File: config.mk
export PLATFORM = sky130hd
export DESIGN_NAME = comp_seq
export DESIGN_NICKNAME = d
export VERILOG_FILES = /design/src/rtl/comp_seq.sv
export SDC_FILE = /design/constraint.sdc
export NUM_CORES = 1
export LEC_CHECK = 0
export BUFFER_PORTS_ARGS = -buffer_cell sky130_fd_sc_hd__buf_2
export CORE_UTILIZATION = 45
export DETAILED_ROUTE_END_ITERATION = 6
export PLACE_DENSITY_LB_ADDON = 0.05
export SETUP_SLACK_MARGIN = 0.05
export SLEW_MARGIN = 20
export SYNTH_ARGS = -nofsm -noshare
export SYNTH_HDL_FRONTEND = slang
export SYNTH_SLANG_ARGS = --single-unit
export TNS_END_PERCENT = 100
File: constraint.sdc
create_clock -name clk -period 4.78 [get_ports clk]
set_clock_uncertainty 0.15 [all_clocks]
set_input_delay 0.478 -clock clk [delete_from_list [all_inputs] [get_ports clk]]
set_output_delay 0.478 -clock clk [all_outputs]
set_load 0.02 [all_outputs]
File: src/rtl/comp_seq.sv
// Sequential magnitude comparator: walks the captured operands one CHUNK-bit
// slice per cycle from the MSB end and exits at the first differing slice.
module comp_seq #(
  parameter int WIDTH = 16,
  parameter int CHUNK = 2
) (
  input  logic             clk,
  input  logic             rst_n,
  input  logic             start,
  input  logic             sgn,
  input  logic [WIDTH-1:0] a,
  input  logic [WIDTH-1:0] b,
  output logic             busy,
  output logic             done,
  output logic             l,
  output logic             g,
  output logic             eq
);

  localparam int NCH = WIDTH / CHUNK;
  localparam int IW  = (NCH > 1) ? $clog2(NCH) : 1;
  localparam logic [IW-1:0] TOP_IDX = IW'(NCH - 1);

  typedef enum logic {IDLE, RUN} state_t;

  state_t           state_q;
  logic [IW-1:0]    idx_q;
  logic [WIDTH-1:0] opA_q;
  logic [WIDTH-1:0] opB_q;
  logic             sgn_q;
  logic             busy_q;
  logic             done_q;
  logic             l_q;
  logic             g_q;
  logic             eq_q;

  logic [CHUNK-1:0] aSlice;
  logic [CHUNK-1:0] bSlice;
  int               base;

  // Signed compare flips the sign bit in the top slice only (offset binary),
  // so every slice can then be compared as unsigned.
  always_comb begin
    base   = int'(idx_q) * CHUNK;
    aSlice = opA_q[base +: CHUNK];
    bSlice = opB_q[base +: CHUNK];
    if (sgn_q && (idx_q == TOP_IDX)) begin
      aSlice[CHUNK-1] = ~aSlice[CHUNK-1];
      bSlice[CHUNK-1] = ~bSlice[CHUNK-1];
    end
  end

  always_ff @(posedge clk or negedge rst_n) begin
    if (!rst_n) begin
      state_q <= IDLE;
      idx_q   <= '0;
      opA_q   <= '0;
      opB_q   <= '0;
      sgn_q   <= 1'b0;
      busy_q  <= 1'b0;
      done_q  <= 1'b0;
      l_q     <= 1'b0;
      g_q     <= 1'b0;
      eq_q    <= 1'b0;
    end else begin
      case (state_q)
        IDLE: begin
          done_q <= 1'b0;
          if (start) begin
            opA_q   <= a;
            opB_q   <= b;
            sgn_q   <= sgn;
            idx_q   <= TOP_IDX;
            l_q     <= 1'b0;
            g_q     <= 1'b0;
            eq_q    <= 1'b0;
            busy_q  <= 1'b1;
            state_q <= RUN;
          end
        end
        RUN: begin
          if (aSlice != bSlice) begin
            l_q     <= (aSlice < bSlice);
            g_q     <= (aSlice > bSlice);
            done_q  <= 1'b1;
            busy_q  <= 1'b0;
            state_q <= IDLE;
          end else if (idx_q == '0) begin
            eq_q    <= 1'b1;
            done_q  <= 1'b1;
            busy_q  <= 1'b0;
            state_q <= IDLE;
          end else begin
            idx_q <= idx_q - 1'b1;
          end
        end
        default: state_q <= IDLE;
      endcase
    end
  end

  assign busy = busy_q;
  assign done = done_q;
  assign l    = l_q;
  assign g    = g_q;
  assign eq   = eq_q;

endmodule
==> results.yml <==
pwr:
  p_total_mw: 1.48
  net-switching-power_mw: 0.493
  powerDensity_nw_per_um2: 644
  swShare_pct: 33.4
  clkPwrFrac_pct: 14.1
  power_frac_seq_pct: 42.5
  irDropWorstVdd_mv: 0.207
  p_int_mw: 0.983
  combPwrFrac_pct: 43.4
  leakagePower_nw: 1.07
synthesis:
  synth_xor_area_share_pct: 1.32
  syn_area_sq_um: 1990
  postSynthCellCount: 138
  synthMuxAreaShare_pct: 30.6
  ys_types: 28
  synth_edf_count: 0
  yosys.area_share.simple_pct: 4.52
  synthFlopType: "dfrtp_1"
  synth_seq_area_share_pct: 52.7
  synth_compound_area_share_pct: 4.71
  ys.warnings.count: 0
  ys_ff_latch: 42
  synth_common_cells: "42 x dfrtp_1, 35 x mux2_2, 8 x nor2_1, 7 x mux4_1, 6 x a21oi_1"
  synth.most_common_cell: "dfrtp_1"
  synthArstFlopShare_pct: 100
  yosys.area_share.adder_pct: 3.14
  yosysTopAreaCell: "dfrtp_1"
  synthTopCellsByArea: "dfrtp_1 53%, mux2_2 20%, mux4_1 9.2%, ha_1 3.1%, a21oi_1 1.5%"
  avgSynthCellArea_sq_um: 14.4
  syn_nets: 179
  synth_top_family_by_area: "multiplexers"
  synth.top_cell.area_share_pct: 52.7
floorplan:
  die_area_sq_um: 4700
  initial_core_util_pct: 48.4
  io_pins: 41
  rows: 23
  die-width_um: 68.6
  dieHeight_um: 68.6
  core_area_sq_um: 4120
timing:
  finalSetupViolCount: 0
  final_max_slew_viol_count: 0
  fin_tns_setup_ns: 0
  min_period_ns: 3.09
  finalHoldViolations: 0
  tightestPinTransition_ns: 0.921
  fin_crit_sh_pct: 64.7
  max_freq_ghz: 0.323
  rsz0062_at_grt: "false"
  relSlewSlack_pct: 38.6
final_layout:
  antennaDiodeCount: 0
  drive_gt1_share_pct: 47.5
  fin_nets: 220
  synthToLayoutAreaGrowth_pct: 15.0
critical_path:
  critPathKind: "reg -> reg"
  end_kind: "flip-flop"
  cp.required_ns: 4.84
  cp-start-kind: "flip-flop"
  crit_fanout: 12
  cp.arrival_ns: 3.16
global_routing:
  grtUsageMet2_pct: 28.6
  grt_pass1_wl_um: 5970
  grt_max_degree: 43
  use_met3_pct: 5.26
  grt.overflow.total: 0
  grt_use_total_pct: 17.9
  grt_pass1_vias: 1272
  groute.layer.met1.usage_pct: 22.8
  gr-max-usage-layer: "met2"
  antenna_found_initial: 0
clock_tree:
  cts_tree: "built"
  h-tree-depth: 2
  cts_root_buf: "clkbuf_8"
  postCtsSetupBuffers: 0
  cts_resized: 0
  cts.sinks: 42
  cts_hold_buf: 0
  cts.path.max_buffers: 2
  clk_latency_ns: 0.28
  cts.clk_slew.worst_paths_ns: 0.08
  cts_buffers: 5
job:
  cap_violations: 0
routing:
  drt-total-wl_um: 3540
  ant_nets: 0
  initialDrtViolationCount: 67
  vias: 1216
  vias_per_cell: 5.31
  drc: 0
  wl_per_cell_um: 15.4
  firstDrtPassIters: 4
place:
  hpwl_um: 2590
  io_buffers: 40
  gp_congestion: 0.763
status:
  status: "completed"
worst_hold_path:
  hp-class: "in -> async"
[metrics by stage]
| stage | instances | instance area [sq um] | setup WS (ns) | hold WS (ns) | util [%] |
|---|---|---|---|---|---|
| 3_5_place_dp | 222 | 2220 | 1.67 | 0.342 | 53.8 |
| 3_3_place_gp | 222 | 2220 | 1.76 | 0.334 | 53.8 |
| 5_1_grt | 229 | 2290 | 1.50 | 0.250 | 55.7 |
| 2_1_floorplan | 138 | 1990 | 2.11 | 0.0324 | - |
| 6_report | 229 | 2290 | 1.69 | 0.175 | 55.7 |
| 4_1_cts | 229 | 2290 | 1.65 | 0.204 | 55.7 |
[registers in the layout, summed over array words and instances (netlist names)]
signal,flops
busy,1
done,1
eq,1
g,1
idx_q,3
l,1
opA_q,16
opB_q,16
sgn_q,1
state_q,1
[metal layers]
| metal | wire length (um) | part of all wire (%) |
|---|---|---|
| met5 | 0 | 0 |
| met4 | 25 | 0.71 |
| met3 | 142 | 4.0 |
| met2 | 1710 | 48 |
| met1 | 1660 | 47 |
[worst max-delay path: stages (launching register included)]
cell and delay, ns:
dfrtp_1 0.68, mux4_1 0.63, xor2_1 0.16, nand2_1 0.06
o21ai_0 0.08, ha_1 0.37, nand2_1 0.10, nor2_1 0.27
mux2_2 0.37, a21oi_1 0.15
[power groups by stage]
stage,sequential [mW],combinational [mW],clock [mW]
2_1_floorplan,0.593,0.545,0
3_3_place_gp,0.632,0.627,0
3_5_place_dp,0.635,0.647,0
4_1_cts,0.630,0.648,0.217
5_1_grt,0.651,0.716,0.235
6_report,0.627,0.640,0.208
[kinds of logic after synthesis]
group,count (synthesis)
compound gates,15
xor+xnor,3
fa+ha+maj,5
buf+inv,10
flops,42
mux,44
simple gates,19
[final cells by class]
type / count / area [sq um]
clock buffer: 7 / 76.3
multi-input combinational: 86 / 883
sequential: 42 / 1050
tap: 50 / 62.6
inverter: 3 / 11.3
timing repair buffer: 41 / 208
fill: 361 / 1820
[final timing paths]
path | from | to | slack (ns) | cells past startpoint
setup / recovery | idx_q[0] | idx_q[1] | 1.69 | 9
hold / removal | rst_n | opB_q[11] | 0.18 | 1
min in group clk | a[5] | opA_q[5] | 0.27 | 2
setup reg to reg | idx_q[0] | idx_q[1] | 1.69 | 9
max in group asynchronous | rst_n | opB_q[8] | 3.72 | 1
hold reg to reg | opA_q[4] | opA_q[4] | 0.35 | 1
[cell usage in the layout, fill, tap and decap left out, types with 4 or more instances in the layout]
cell type	n
a21oi_1	6
buf_2	40
clkbuf_8	5
dfrtp_1	42
ha_1	5
mux2_2	35
mux4_1	7
nand2_1	4
nor2_1	8
Note: power is estimated with default switching activity, not from simulation.
